File: config.mk
export PLATFORM = sky130hd
export DESIGN_NAME = dcp_req_scheduler_flat
export DESIGN_NICKNAME = d
export VERILOG_FILES = /design/src/rtl/dcp_pkg.sv /design/src/rtl/dcp_req_scheduler_if.sv /design/src/rtl/dcp_req_scheduler.sv /design/src/flat_wrapper.sv
export SDC_FILE = /design/constraint.sdc
export NUM_CORES = 1
export LEC_CHECK = 0
export ABC_CLOCK_PERIOD_IN_PS = 2090
export BUFFER_PORTS_ARGS = -buffer_cell sky130_fd_sc_hd__buf_2
export CORE_AREA = 5 5 294 296
export CTS_CLUSTER_SIZE = 16
export DETAILED_ROUTE_END_ITERATION = 10
export DIE_AREA = 0 0 299 301
export PLACE_DENSITY = 0.38
export SLEW_MARGIN = 20
export SYNTH_ARGS = -nofsm -noshare
export SYNTH_HDL_FRONTEND = slang
export SYNTH_SLANG_ARGS = --single-unit
File: constraint.sdc
create_clock -name clk_i -period 2.09 [get_ports clk_i]
set_input_delay 0.1045 -clock clk_i [delete_from_list [all_inputs] [get_ports clk_i]]
set_output_delay 0.1045 -clock clk_i [all_outputs]
set_load 0.01 [all_outputs]
File: src/rtl/dcp_pkg.sv
// -----------------------------------------------------------------------------
// dcp_pkg
//   Shared field types for the DCP request/response channel.
//   DCP_MSHRID_WIDTH bounds the MSHR ID pool a scheduler may own.
// -----------------------------------------------------------------------------
package dcp_pkg;

  localparam int DCP_MSHRID_WIDTH = 4;

  typedef logic [2:0]                  req_type_t;
  typedef logic [39:0]                 paddr_t;
  typedef logic [2:0]                  size_t;
  typedef logic [63:0]                 data_t;
  typedef logic [7:0]                  write_mask_t;
  typedef logic [DCP_MSHRID_WIDTH-1:0] mshrid_t;

  // One request as carried by the outbound stage.
  typedef struct packed {
    req_type_t   rtype;
    paddr_t      addr;
    size_t       size;
    data_t       data;
    write_mask_t mask;
  } dcp_req_t;

endpackage

File: src/rtl/dcp_req_scheduler_if.sv
// -----------------------------------------------------------------------------
// dcp_req_scheduler_if
//   Bundles every handshake/bus signal of dcp_req_scheduler.
//   Groups:
//     req_*  : NUM_REQ requester ports (valid/ready + request fields)
//     noc_*  : registered outbound DCP request (valid/ready + fields)
//     resp_* : inbound DCP response (valid/ready + MSHR ID + data)
//     rsp_*  : per-requester response return (valid/ready, shared data)
//     mshr_busy_o, err_o : pool status and sticky protocol error
//   Modports:
//     slave  : the scheduler itself
//     master : the surrounding requesters / NoC
// -----------------------------------------------------------------------------
interface dcp_req_scheduler_if #(
  parameter int NUM_REQ  = 4,
  parameter int NUM_MSHR = 8
);

  logic [NUM_REQ-1:0]   req_val_i;
  logic [NUM_REQ-1:0]   req_rdy_o;
  dcp_pkg::req_type_t   req_type_i [NUM_REQ];
  dcp_pkg::paddr_t      req_addr_i [NUM_REQ];
  dcp_pkg::size_t       req_size_i [NUM_REQ];
  dcp_pkg::data_t       req_data_i [NUM_REQ];
  dcp_pkg::write_mask_t req_mask_i [NUM_REQ];

  logic                 noc_val_o;
  logic                 noc_rdy_i;
  dcp_pkg::req_type_t   noc_type_o;
  dcp_pkg::mshrid_t     noc_mshrid_o;
  dcp_pkg::paddr_t      noc_addr_o;
  dcp_pkg::size_t       noc_size_o;
  dcp_pkg::data_t       noc_data_o;
  dcp_pkg::write_mask_t noc_mask_o;

  logic                 resp_val_i;
  logic                 resp_rdy_o;
  dcp_pkg::mshrid_t     resp_mshrid_i;
  dcp_pkg::data_t       resp_data_i;

  logic [NUM_REQ-1:0]   rsp_val_o;
  logic [NUM_REQ-1:0]   rsp_rdy_i;
  dcp_pkg::data_t       rsp_data_o;

  logic [NUM_MSHR-1:0]  mshr_busy_o;
  logic                 err_o;

  modport slave (
    input  req_val_i, req_type_i, req_addr_i, req_size_i, req_data_i, req_mask_i,
    output req_rdy_o,
    output noc_val_o, noc_type_o, noc_mshrid_o, noc_addr_o, noc_size_o, noc_data_o, noc_mask_o,
    input  noc_rdy_i,
    input  resp_val_i, resp_mshrid_i, resp_data_i,
    output resp_rdy_o,
    output rsp_val_o, rsp_data_o,
    input  rsp_rdy_i,
    output mshr_busy_o, err_o
  );

  modport master (
    output req_val_i, req_type_i, req_addr_i, req_size_i, req_data_i, req_mask_i,
    input  req_rdy_o,
    input  noc_val_o, noc_type_o, noc_mshrid_o, noc_addr_o, noc_size_o, noc_data_o, noc_mask_o,
    output noc_rdy_i,
    output resp_val_i, resp_mshrid_i, resp_data_i,
    input  resp_rdy_o,
    input  rsp_val_o, rsp_data_o,
    output rsp_rdy_i,
    input  mshr_busy_o, err_o
  );

endinterface

File: src/rtl/dcp_req_scheduler.sv
// -----------------------------------------------------------------------------
// dcp_req_scheduler
//   Shares one outbound DCP request channel among NUM_REQ requesters and owns
//   the MSHR ID pool for it. Round-robin grant, lowest-free-ID allocation,
//   single registered outbound stage, combinational response return routed
//   by the owner recorded for each MSHR ID.
//   Ports:
//     clk_i   : clock
//     reset_i : synchronous active-high reset
//     bus     : dcp_req_scheduler_if.slave (all request/NoC/response signals)
// -----------------------------------------------------------------------------
module dcp_req_scheduler
  import dcp_pkg::*;
#(
  parameter int NUM_REQ  = 4,
  parameter int NUM_MSHR = 8
) (
  input  logic              clk_i,
  input  logic              reset_i,
  dcp_req_scheduler_if.slave bus
);

  localparam int OW = (NUM_REQ > 1) ? $clog2(NUM_REQ) : 1;
  typedef logic [OW-1:0] req_idx_t;

  // Registered state
  logic [NUM_MSHR-1:0] busy;
  req_idx_t            owner [NUM_MSHR];
  req_idx_t            rr;
  logic                out_val;
  dcp_req_t            out_req;
  mshrid_t             out_id;
  logic                err;

  // Combinational decisions
  logic     slot_avail;
  logic     issue;
  logic     gnt_found;
  req_idx_t gnt_idx;
  req_idx_t cand;
  mshrid_t  alloc_id;
  logic     resp_hit;
  req_idx_t resp_owner;
  logic     resp_fire;
  logic     resp_spurious;

  // Round-robin search: first valid requester at or after rr.
  // NOTE: every variable written here gets a default first, so no path leaves
  // it unassigned and no latch is inferred.
  always_comb begin
    gnt_found = 1'b0;
    gnt_idx   = '0;
    cand      = '0;
    for (int k = 0; k < NUM_REQ; k++) begin
      cand = req_idx_t'((int'(rr) + k) % NUM_REQ);
      if (!gnt_found && bus.req_val_i[cand]) begin
        gnt_found = 1'b1;
        gnt_idx   = cand;
      end
    end
  end

  // Lowest free ID from the registered busy vector; an ID freed this cycle
  // is still busy here, so it cannot be handed out again until next cycle.
  always_comb begin
    alloc_id = '0;
    for (int i = NUM_MSHR - 1; i >= 0; i--) begin
      if (!busy[i]) alloc_id = mshrid_t'(i);
    end
  end

  assign slot_avail = !out_val || bus.noc_rdy_i;
  assign issue      = !reset_i && slot_avail && gnt_found && !(&busy);

  always_comb begin
    bus.req_rdy_o = '0;
    for (int r = 0; r < NUM_REQ; r++) begin
      if (issue && int'(gnt_idx) == r) bus.req_rdy_o[r] = 1'b1;
    end
  end

  // Response lookup; IDs outside the pool never hit.
  always_comb begin
    resp_hit   = 1'b0;
    resp_owner = '0;
    for (int i = 0; i < NUM_MSHR; i++) begin
      if (int'(bus.resp_mshrid_i) == i) begin
        resp_hit   = busy[i];
        resp_owner = owner[i];
      end
    end
  end

  // Spurious responses are always accepted so the NoC never wedges on them.
  assign bus.resp_rdy_o = !reset_i && (resp_hit ? bus.rsp_rdy_i[resp_owner] : 1'b1);
  assign bus.rsp_data_o = bus.resp_data_i;
  assign resp_fire      = bus.resp_val_i && resp_hit && bus.rsp_rdy_i[resp_owner];
  assign resp_spurious  = bus.resp_val_i && !resp_hit;

  always_comb begin
    bus.rsp_val_o = '0;
    for (int r = 0; r < NUM_REQ; r++) begin
      if (!reset_i && bus.resp_val_i && resp_hit && int'(resp_owner) == r) bus.rsp_val_o[r] = 1'b1;
    end
  end

  // NOTE: sequential state uses non-blocking assignments only, so every
  // register samples pre-edge values regardless of statement order.
  always_ff @(posedge clk_i) begin
    if (reset_i) begin
      busy    <= '0;
      rr      <= '0;
      out_val <= 1'b0;
      out_req <= '0;
      out_id  <= '0;
      err     <= 1'b0;
      // NOTE: the owner table is only NUM_MSHR tiny entries, so it is reset
      // like ordinary flops to keep post-reset state fully defined.
      for (int i = 0; i < NUM_MSHR; i++) owner[i] <= '0;
    end else begin
      if (out_val && bus.noc_rdy_i) out_val <= 1'b0;

      if (issue) begin
        out_val       <= 1'b1;
        out_req.rtype <= bus.req_type_i[gnt_idx];
        out_req.addr  <= bus.req_addr_i[gnt_idx];
        out_req.size  <= bus.req_size_i[gnt_idx];
        out_req.data  <= bus.req_data_i[gnt_idx];
        out_req.mask  <= bus.req_mask_i[gnt_idx];
        out_id        <= alloc_id;
        rr            <= (int'(gnt_idx) == NUM_REQ - 1) ? '0 : gnt_idx + req_idx_t'(1);
      end

      // Allocated and freed IDs never coincide: alloc_id is free, a freed ID is busy.
      for (int i = 0; i < NUM_MSHR; i++) begin
        if (issue && int'(alloc_id) == i) begin
          busy[i]  <= 1'b1;
          owner[i] <= gnt_idx;
        end
        if (resp_fire && int'(bus.resp_mshrid_i) == i) busy[i] <= 1'b0;
      end

      if (resp_spurious) err <= 1'b1;
    end
  end

  assign bus.noc_val_o    = out_val;
  assign bus.noc_type_o   = out_req.rtype;
  assign bus.noc_mshrid_o = out_id;
  assign bus.noc_addr_o   = out_req.addr;
  assign bus.noc_size_o   = out_req.size;
  assign bus.noc_data_o   = out_req.data;
  assign bus.noc_mask_o   = out_req.mask;
  assign bus.mshr_busy_o  = busy;
  assign bus.err_o        = err;

endmodule

File: src/flat_wrapper.sv
// flat-port wrapper written by rule: the top's interface ports become plain ports
module dcp_req_scheduler_flat import dcp_pkg::*;
#(
  parameter int NUM_REQ  = 4,
  parameter int NUM_MSHR = 8
)
  (clk_i, reset_i, bus_req_val_i, bus_req_type_i, bus_req_addr_i, bus_req_size_i, bus_req_data_i, bus_req_mask_i, bus_req_rdy_o, bus_noc_val_o, bus_noc_type_o, bus_noc_mshrid_o, bus_noc_addr_o, bus_noc_size_o, bus_noc_data_o, bus_noc_mask_o, bus_noc_rdy_i, bus_resp_val_i, bus_resp_mshrid_i, bus_resp_data_i, bus_resp_rdy_o, bus_rsp_val_o, bus_rsp_data_o, bus_rsp_rdy_i, bus_mshr_busy_o, bus_err_o);
  dcp_req_scheduler_if #(.NUM_REQ(NUM_REQ), .NUM_MSHR(NUM_MSHR)) bus_i ();
  input  logic clk_i;
  input  logic reset_i;
  input wire logic [$bits(bus_i.req_val_i)-1:0] bus_req_val_i;
  input wire logic [$bits(bus_i.req_type_i)-1:0] bus_req_type_i;
  input wire logic [$bits(bus_i.req_addr_i)-1:0] bus_req_addr_i;
  input wire logic [$bits(bus_i.req_size_i)-1:0] bus_req_size_i;
  input wire logic [$bits(bus_i.req_data_i)-1:0] bus_req_data_i;
  input wire logic [$bits(bus_i.req_mask_i)-1:0] bus_req_mask_i;
  output wire logic [$bits(bus_i.req_rdy_o)-1:0] bus_req_rdy_o;
  output wire logic [$bits(bus_i.noc_val_o)-1:0] bus_noc_val_o;
  output wire logic [$bits(bus_i.noc_type_o)-1:0] bus_noc_type_o;
  output wire logic [$bits(bus_i.noc_mshrid_o)-1:0] bus_noc_mshrid_o;
  output wire logic [$bits(bus_i.noc_addr_o)-1:0] bus_noc_addr_o;
  output wire logic [$bits(bus_i.noc_size_o)-1:0] bus_noc_size_o;
  output wire logic [$bits(bus_i.noc_data_o)-1:0] bus_noc_data_o;
  output wire logic [$bits(bus_i.noc_mask_o)-1:0] bus_noc_mask_o;
  input wire logic [$bits(bus_i.noc_rdy_i)-1:0] bus_noc_rdy_i;
  input wire logic [$bits(bus_i.resp_val_i)-1:0] bus_resp_val_i;
  input wire logic [$bits(bus_i.resp_mshrid_i)-1:0] bus_resp_mshrid_i;
  input wire logic [$bits(bus_i.resp_data_i)-1:0] bus_resp_data_i;
  output wire logic [$bits(bus_i.resp_rdy_o)-1:0] bus_resp_rdy_o;
  output wire logic [$bits(bus_i.rsp_val_o)-1:0] bus_rsp_val_o;
  output wire logic [$bits(bus_i.rsp_data_o)-1:0] bus_rsp_data_o;
  input wire logic [$bits(bus_i.rsp_rdy_i)-1:0] bus_rsp_rdy_i;
  output wire logic [$bits(bus_i.mshr_busy_o)-1:0] bus_mshr_busy_o;
  output wire logic [$bits(bus_i.err_o)-1:0] bus_err_o;
  assign bus_i.req_val_i = bus_req_val_i;
  assign bus_i.req_type_i = {>>{bus_req_type_i}};
  assign bus_i.req_addr_i = {>>{bus_req_addr_i}};
  assign bus_i.req_size_i = {>>{bus_req_size_i}};
  assign bus_i.req_data_i = {>>{bus_req_data_i}};
  assign bus_i.req_mask_i = {>>{bus_req_mask_i}};
  assign bus_req_rdy_o = bus_i.req_rdy_o;
  assign bus_noc_val_o = bus_i.noc_val_o;
  assign bus_noc_type_o = bus_i.noc_type_o;
  assign bus_noc_mshrid_o = bus_i.noc_mshrid_o;
  assign bus_noc_addr_o = bus_i.noc_addr_o;
  assign bus_noc_size_o = bus_i.noc_size_o;
  assign bus_noc_data_o = bus_i.noc_data_o;
  assign bus_noc_mask_o = bus_i.noc_mask_o;
  assign bus_i.noc_rdy_i = bus_noc_rdy_i;
  assign bus_i.resp_val_i = bus_resp_val_i;
  assign bus_i.resp_mshrid_i = bus_resp_mshrid_i;
  assign bus_i.resp_data_i = bus_resp_data_i;
  assign bus_resp_rdy_o = bus_i.resp_rdy_o;
  assign bus_rsp_val_o = bus_i.rsp_val_o;
  assign bus_rsp_data_o = bus_i.rsp_data_o;
  assign bus_i.rsp_rdy_i = bus_rsp_rdy_i;
  assign bus_mshr_busy_o = bus_i.mshr_busy_o;
  assign bus_err_o = bus_i.err_o;
  dcp_req_scheduler #(.NUM_REQ(NUM_REQ), .NUM_MSHR(NUM_MSHR)) u_core (.clk_i(clk_i), .reset_i(reset_i), .bus(bus_i));
endmodule
======== Yosys cells after proc, flatten, opt, wreduce, memory -nomap -nowiden ========
Memory sizes are Yosys's and may differ from the RTL's.
Cells that the tools add are included.
storage, ports and cells
  input port bits ......................... 552
  bits in writable memories ............... 16
  memories kept ........................... 1
  bits in registers ....................... 134
operators by class
  $add $sub $neg .......................... 4
  muxes and demuxes ....................... 103
  reduce and logical (&&, ||, !) cells .... 59
  eq/ne operators ......................... 20
  bitwise operators ....................... 9
  $lt $le $gt $ge ......................... 6
memory list
  name          depth  bits a word  rd ports  clocked after Yosys merged registers in  wr ports  RTL line                 text
  u_core.owner  8      2            8         0                                        8         dcp_req_scheduler.sv:28  req_idx_t owner [NUM_MSHR];
operator list
  cell                 count
  $bmux 64 s2          1
  $mux 64              2
  $bmux 40 s2          1
  $mux 40              2
  $mux 1               54
  $mux 2               21
  $logic_and 1x1->1    37
  $mux 3               12
  $bmux 8 s2           1
  $eq 4x4->1 const B   4
  $mux 8               2
  $reduce_or 2->1      8
  $lt 2x3->1 const B   5
  $bmux 3 s2           2
  $eq 3x3->1 const B   4
  $bmux 1 s2           5
  $eq 2x2->1 const B   4
  $eq 4x3->1 const B   2
  $logic_not 4->1      2
  $or 1x1->1           8
  $reduce_and 8->1     1
  $logic_not 1->1      7
  $eq 3x2->1 const B   2
  $add 2x1->2 const B  2
  other kinds (9)      12

======== Longest topological paths before layout ========
Gate-level depths: netlist (run 1).
  word-level depth ........................ 19
  mapped depth ............................ 11
  depth with buffers taken out ............ 8

======== Worst setup path after synthesis (run 1) ========
OpenSTA, ideal clock, no wires.
  path kind ............................... reg2reg
  start ................................... register u_core.rr[1]
  end ..................................... register u_core.rr[1]
  slack ................................... 0.002 ns
  stages on the path, launching flop included .. 12
  data arrival time ....................... 1.960 ns
  buffers on the path ..................... 3
  clock period less this slack ............ 2.088 ns
  cell sequence ........................... dfxtp_1 > mux2i_1 > nor2_1 > nor3_2 > buf_2 > buf_2 > buf_2 > inv_1 > ha_1 > nor2_1 > a21oi_1 > nor2_1
between the ends
  word-level cells in the longest chain between the ends .. 14
RTL lines
  item                                                  RTL line                  text
  start: declaration                                    dcp_req_scheduler.sv:29   req_idx_t rr;
  start signal: assignment                              dcp_req_scheduler.sv:131  rr <= (int'(gnt_idx) == NUM_REQ - 1) ? '0 : gnt_idx + req_idx_t'(1);
  branches (longest 11 deep; another with $add 2x1->2)  n/a
  $mux 2 *                                              dcp_req_scheduler.sv:56   if (!gnt_found && bus.req_val_i[cand]) begin
  via u_core.gnt_idx[0]                                 dcp_req_scheduler.sv:39   req_idx_t gnt_idx;
  $add 2x1->2 / $eq 2x1->1 (equally long branches)      dcp_req_scheduler.sv:131
  $mux 2 *                                              dcp_req_scheduler.sv:131
Mark *: on every way through the listed nets, which the timed path passes. The select of a mux whose other input is x is not followed.
A chain may end at the register's enable or synchronous reset.

==> impl_results.md, run 1 <==
- Failing checks: setup timing
- Num CTS Buffers: 17
- Most used DFF post-synth: dfxtp_1
- Final clock skew: between 0.01 and 0.015 ns
- FP Rows: between 100 and 150
- IR drop worst, VDD: around 0.48 mV
- CP endpoint kind: primary output
- Max incr delay on CP: about 0.35 ns
- Unrepaired setup endpoints after global routing: yes
- Clock root buffer: clkbuf_16
- Core area: about 83000 sq um
- Crit share post-route: 1.09
- WP data arrival: around 2.2 ns
- Cell class contributing the biggest share of worst-path delay: compound AO/OA/AOI/OAI gates
- Cells after Synth: 1578
- FMAX: approximately 440 MHz
- Die Width: 299 um
- Clock Latency Late Sink: 0.47 ns
- Count of cell types in the netlist: 53
- Yosys reg bits: ~150
- Max-cap violation count: 0
- Crit-path slowest cell: edfxtp_1
- Initial DRC count: approximately 900
- Syn Std Cell Area: around 10000 sq um
- Routed Antenna Nets: 0
- Initial antenna violation count: 8
- Routed via count: about 14k
- Pre-antenna DRT Iters: 5
- Global-route wire length before repair: 84700 um
- Gr usage total: 0.123
- DRC: 0
- Ports: 757
- GPL Wtd Cong: ~0.86
- Tightest hold margin: roughly 0.022 ns
- Total global routing overflow: 0
- Largest net degree at the start of global routing: 89
- Outcome: finished with violations
- Port-buffer cells: between 600 and 700
- EDFF count, synth: 16
- Post-synth ARST share: 0
- Share of cells above drive strength 1: 0.351
- H-tree levels: 4
- Critical Path Start Type: register
- Longest Clk Path Bufs: 2
- Area of the multi-input gates: slightly above 6000 sq um
- Hold Vio Cnt, Final: 0
- Total power draw: 12300 uW
- P_leak: approximately 0.0088 uW
- Pwr dens: 651 nW/um^2
- Largest area contributor in the netlist: dfxtp_1
- Fillers: about 9.4k
- Sequential area share after synthesis: 0.308
- Final count of pins violating max slew: 0
- Cells along the critical path: nand4b_1, a21oi_2, a31oi_4, o21ai_4, mux2i_2, mux2_4, a21oi_2, buf_2
- Final WS setup: -0.196 ns
- Drt total wl: 61800 um
- Final setup vio count: 7
- Vias in the first global route: about 14k
- Critical Path Fanout Max: 4
- Clock transition at path regs: roughly 0.08 ns
- Starting Density: 0.123
- Area contributors post-synth: dfxtp_1 (26%), nand2_1 (22%), o21ai_0 (9.9%), nand3b_1 (9.0%), nand3_1 (5.9%)
- Yosys top cell area share: 0.261
- Bufs and invs on worst path: 1
- Vias per inst: about 3.9
- Post-layout min period: between 2 and 2.5 ns
- CTS Sinks: 149
- Syn Area/Cell: roughly 6.5 sq um
- Slew Limit Headroom: 0.541
- Wirelength per Cell: 17.5 um
- TritonCTS clock tree: built
- Critical Path Most Common Cell: a21oi_2
- Die area: around 90000 sq um
- Seq. cell area: 3160 sq um
- Worst Hold Class: in2reg
- Crit Path Category: reg2out
- Die height: approximately 300 um
- Worst-Margin Slew: 0.688 ns
- Area grow syn2layout: 84.4%
- DP HPWL: approximately 44000 um
- Nets: about 3.0k
- Synth Net Count: approximately 2.1k
- CP required: 1.99 ns
- Synth Warn #: 0
-- routing by layer --
| layer | GRT usage | vias to the layer above | share of wire |
|---|---|---|---|
| met5 | 0 | - | 0.00044 |
| met4 | 0.0413 | 4 | 0.025 |
| met3 | 0.0398 | 77 | 0.067 |
| met2 | 0.207 | 464 | 0.48 |
| met1 | 0.148 | 6333 | 0.43 |
| li1 | - | 6907 | - |
-- layout make-up --
type	instances	share of cell area
Sequential cell	149	0.168
Timing Repair Buffer	1024	0.400
Clock buffer	17	0.0226
Inverter	14	0.00345
Antenna cell	5	0.000664
Multi-Input combinational cell	1220	0.326
Tap cell	1080	0.0717
Clock inverter	15	0.00777
-- repair_timing --
item / 4_1_cts / 5_1_grt
resized for setup: 43 / 95
pin swaps: 27 / 6
hold buffers: 262 / 0
endpoints found under the hold margin: 95 / 0
endpoints found under the setup margin: 11 / 79
buffers inserted: 22 / 11
cloned: 3 / 13
-- path summary, 6_finish.rpt --
check                           cells after the start                                endpoint  slack (ns)                                  start
worst min register to register                      2   u_core.bus.noc_addr_o[1]$_SDFFE_PP0P_        0.48  u_core.bus.noc_addr_o[1]$_SDFFE_PP0P_
worst max-delay path                                8                          bus_resp_rdy_o       -0.20       u_core.owner[0][6]$_SDFFCE_PN0P_
worst max register to register                      8  u_core.bus.mshr_busy_o[7]$_SDFFE_PP0P_        0.04       u_core.owner[0][1]$_SDFFCE_PN0P_
worst min-delay path                                5   u_core.bus.noc_data_o[5]$_SDFFE_PP0P_        0.02                     bus_req_data_i[69]
-- synth_stat cells, drive strengths merged (4+ instances only) --
cell    count
o21ai     245
dfxtp     133
a311oi      6
inv        14
nor3       14
nand2     599
nor2       28
buf       122
o21bai      5
mux2i       6
a31oi       4
nand2b     11
ha          4
a21oi      18
nand3b    122
nor2b       4
edfxtp     16
nand3     120
clkbuf     73
-- cell families after synthesis --
kind of cell,after synthesis,synth area share
AO/OA/AOI/OAI,290,0.154
adder cells (fa/ha/maj),4,0.00490
buffers and inverters,209,0.112
flip-flops,149,0.308
multiplexers,9,0.0114
other,1,0.000367
AND/OR/NAND/NOR,916,0.409
-- per-stage QoR --
step	cell area (sq um)	setup slack (ns)	setup TNS, ns	utilization	std cells
floorplan	10200	0.00231	0	-	1578
global placement	14600	-0.0367	-0.0686	0.175	3176
detailed placement	14600	-0.0330	-0.209	0.175	3176
CTS	18200	-0.232	-0.892	0.218	3495
global route	18800	-0.331	-2.15	0.226	3520
finish	18800	-0.196	-0.521	0.226	3524
-- worst register-to-register path, cell delays in order (launching register included) --
cell      delay [ns]
edfxtp_1        0.38
nor3_1          0.14
a21oi_1         0.06
a31oi_1         0.24
o22ai_2         0.14
or3_4           0.37
buf_4           0.15
o22ai_4         0.28
a41oi_1         0.15
-- sequential cells by signal, summed over array words and instances, names as in the netlist, 3 cells and up --
signal and count:
u_core.bus.noc_data_o 64, u_core.bus.noc_addr_o 40, u_core.owner 16, u_core.bus.mshr_busy_o 8, u_core.bus.noc_mask_o 8, u_core.bus.noc_mshrid_o 3
u_core.bus.noc_size_o 3, u_core.bus.noc_type_o 3
-- layout by cell type (no fill, tap or decap), drive strengths merged, types with 3 or more instances in the layout --
cell type	netlist	routed
a21oi	18	18
a311oi	6	6
a31oi	4	4
buf	122	747
clkbuf	73	30
clkinv	0	5
dfxtp	133	133
diode	0	5
dlygate4sd3	0	262
edfxtp	16	16
ha	4	4
inv	14	21
mux2i	6	6
nand2	599	599
nand2b	11	11
nand3	120	120
nand3b	122	122
nand4b	3	3
nor2	28	28
nor2b	4	4
nor3	14	14
nor4	3	3
o21ai	245	245
o21bai	5	5
or3	3	3
-- power by group --
part	total (uW)	internal, uW	switching (uW)
Clock	3210	1670	1540
Sequential	3640	3360	286
Combinational	5400	2500	2900
Power figures use the tool's default switching activity.
==> run 2: changes to the inputs <==
--- a/config.mk
+++ b/config.mk
@@ -11,7 +11,7 @@
 export CTS_CLUSTER_SIZE = 16
 export DETAILED_ROUTE_END_ITERATION = 10
 export DIE_AREA = 0 0 299 301
-export PLACE_DENSITY = 0.38
+export PLACE_DENSITY = 0.43
 export SLEW_MARGIN = 20
 export SYNTH_ARGS = -nofsm -noshare
 export SYNTH_HDL_FRONTEND = slang
==> run 2 against run 1 <==
The run still ends with setup timing left. Routed wire length grew 11%. Critical path depth is the same. Sequential power is essentially flat. Via count grew 9.0%. Combinational power grew 23%. Hold slack lost 0.011 ns. Clock skew is essentially flat. Count of clock-buffer cells in the layout is the same. Clock power is essentially flat. Cell count grew 4.7%. Fmax shrank 2.8%. Critical path type unchanged.
==> impl_results.md, run 2 (synthesis gave the netlist of run 1 again) <==
- Critical Path Start Type: register
- Clock root buffer: clkbuf_16
- TritonCTS clock tree: built
- Post-Layout Cell Count: 3689 (+4.7%)
- Longest Clk Path Bufs: 2 (unchanged)
- DRC: 0 (unchanged)
- Cells along the critical path: nor3_2, a21oi_2, a31oi_4, o21ai_4, mux2i_4, mux2_4, a21oi_2, buf_2
- Clock transition at path regs: 0.08 ns (about the same)
- Post-layout min period: 2.35 ns (+0.0656 ns)
- Area after DPL: 14700 sq um (+1.2%)
- Ports: 757 (unchanged)
- Final setup vio count: 9 (+2)
- Worst Hold Class: in2reg
- Max incr delay on CP: 0.42 ns (+0.07 ns)
- Cell count after placement: 3200 (+0.76%)
- Die height: 301 um (unchanged)
- Failing checks: setup timing
- Area of the multi-input gates: 6970 sq um (+13%)
- Crit share post-route: 1.13 (+0.0314)
- Critical Path Most Common Cell: a21oi_2
- Crit Path Category: reg2out
- Vias per inst: 4.07 (+4.1%)
- Setup TNS: -1.14 ns (-0.619 ns)
- Port-buffer cells: 627 (unchanged)
- P_leak: 0.0100 uW (+13%)
- Reg2Reg Depth: 13 (+5)
- Core area: 83300 sq um (unchanged)
- Util after Layout: 0.260 (+0.0339)
- Gr usage total: 0.132 (+0.00926)
- Clock Latency Late Sink: 0.50 ns (+0.03 ns)
- Die Width: 299 um (unchanged)
- Starting Density: 0.123 (unchanged)
- Routed Antenna Nets: 0 (unchanged)
- IR drop worst, VDD: 0.614 mV (+27%)
- Hold Vio Cnt, Final: 0 (unchanged)
- DP HPWL: 44600 um (+0.17%)
- WP data arrival: 2.25 ns (+0.07 ns)
- Nets: 3149 (+5.6%)
- H-tree levels: 4 (unchanged)
- Commonest non-fill, non-tap cell in the layout: buf_2
- FP Rows: 106 (unchanged)
- GPL Wtd Cong: 0.881 (+2.2%)
- Num CTS Buffers: 17 (unchanged)
- Initial DRC count: 965 (+7.6%)
- Outcome: finished with violations
- Max reg flops: 64 (unchanged)
- Routed via count: 15.0k (+9.0%)
- Crit-path slowest cell: edfxtp_1
- Dpl ws: -0.0701 ns (-0.0371 ns)
- Initial antenna violation count: 9 (+1)
- Worst Hold Path Cells: 5 (unchanged)
- Unrepaired setup endpoints after global routing: yes
- Wirelength per Cell: 18.6 um (+6.3%)
- Slew Limit Headroom: 0.481 (-0.0595)
- Final clock skew: 0.0135 ns (+0.000152 ns)
- Commonest cells after routing, fill and taps aside: buf_2 (626), nand2_1 (498), dlygate4sd3_1 (379)
- Final WS setup: -0.261 ns (-0.0656 ns)
- Critical Path Fanout Max: 3 (-1)
- Final instance area: 21700 sq um (+15%)
- Global-route wire length before repair: 89500 um (+5.8%)
- Total global routing overflow: 0 (unchanged)
- Worst-Margin Slew: 0.778 ns (+0.0893 ns)
- Max-cap violation count: 0 (unchanged)
- CTS Sinks: 149 (unchanged)
- Fillers: 9047 (-3.8%)
- Pre-antenna DRT Iters: 5 (unchanged)
- Pwr dens: 622 nW/um^2 (-4.4%)
- CP required: 1.99 ns (about the same)
- FMAX: 425 MHz (-2.8%)
- Final count of pins violating max slew: 0 (unchanged)
- Largest net degree at the start of global routing: 141 (+58%)
- Die area: 90000 sq um (unchanged)
- Vias in the first global route: 14.8k (+5.9%)
- CP endpoint kind: primary output
- Area grow syn2layout: 112%
- Drt total wl: 68800 um (+11%)
- Seq. cell area: 3150 sq um (-0.24%)
- Share of cells above drive strength 1: 0.415 (+0.0638)
[run 2: cell types whose count changed in the layout (fill, tap and decap cells not counted), moves of 33 or more]
cell / delta
o21ai_1: +65
nand3_1: -46
nand2_2: +60
nand2_1: -100
dlygate4sd3_1: +117
o21ai_2: +33
o21ai_0: -99
nand2_4: +40
nand3_2: +46
[run 2: routing by layer]
metal,GRT usage,share of wire
met5,0,0.00049
met4,0.0596,0.037
met3,0.0393,0.075
met2,0.212,0.46
met1,0.163,0.43
[run 2: worst max-delay path, delay by kind of cell (launching register included)]
| kind | cells | cell delay (ns) |
|---|---|---|
| muxes | 2 | 0.48 |
| AOI/OAI and AO/OA | 4 | 0.52 |
| buffers and inverters | 1 | 0.14 |
| and+or+nand+nor | 1 | 0.20 |
| DFF | 1 | 0.42 |
[run 2: timing repair]
action,in CTS,in global routing
endpoints found under the setup margin,24,129
hold endpoints to repair,119,3
hold buffers,375,4
pin swaps,18,163
buffers inserted,17,30
gates cloned,7,23
gates resized for setup,50,450
[run 2: layout make-up]
class | count | share of cell area
Antenna cell | 3 | 0.000346
Clock buffer | 17 | 0.0196
Clock inverter | 15 | 0.00745
Inverter | 14 | 0.00323
Multi-Input combinational cell | 1220 | 0.322
Sequential cell | 149 | 0.145
Tap cell | 1080 | 0.0624
Timing Repair Buffer | 1191 | 0.440
[run 2: per-stage QoR]
step | hold slack (ns) | total power, uW
after global placement | 0.209 | 8040
after CTS | 0.00177 | 12400
final | 0.0111 | 13500
after floorplan | 0.245 | 5890
after detailed placement | 0.209 | 8040
after global routing | 0.00381 | 14300
[run 2: worst paths after layout]
| check | from | endpoint | slack (ns) |
|---|---|---|---|
| max reg2reg | u_core.rr[1]$_SDFFE_PP0P_ | u_core.bus.noc_addr_o[16]$_SDFFE_PP0P_ | 0 |
| min reg2reg | u_core.bus.noc_mask_o[7]$_SDFFE_PP0P_ | u_core.bus.noc_mask_o[7]$_SDFFE_PP0P_ | 0.48 |
| max | u_core.owner[0][0]$_SDFFCE_PN0P_ | bus_resp_rdy_o | -0.26 |
| min | bus_req_addr_i[147] | u_core.bus.noc_addr_o[27]$_SDFFE_PP0P_ | 0.01 |
[run 2: where the power goes]
part	leakage (uW)	total (uW)	switching, uW	internal [uW]
Clock	0.000281	3220	1630	1590
Sequential	0.00127	3610	254	3360
Combinational	0.00846	6650	3460	3190
Total	0.0100	13500	5350	8140
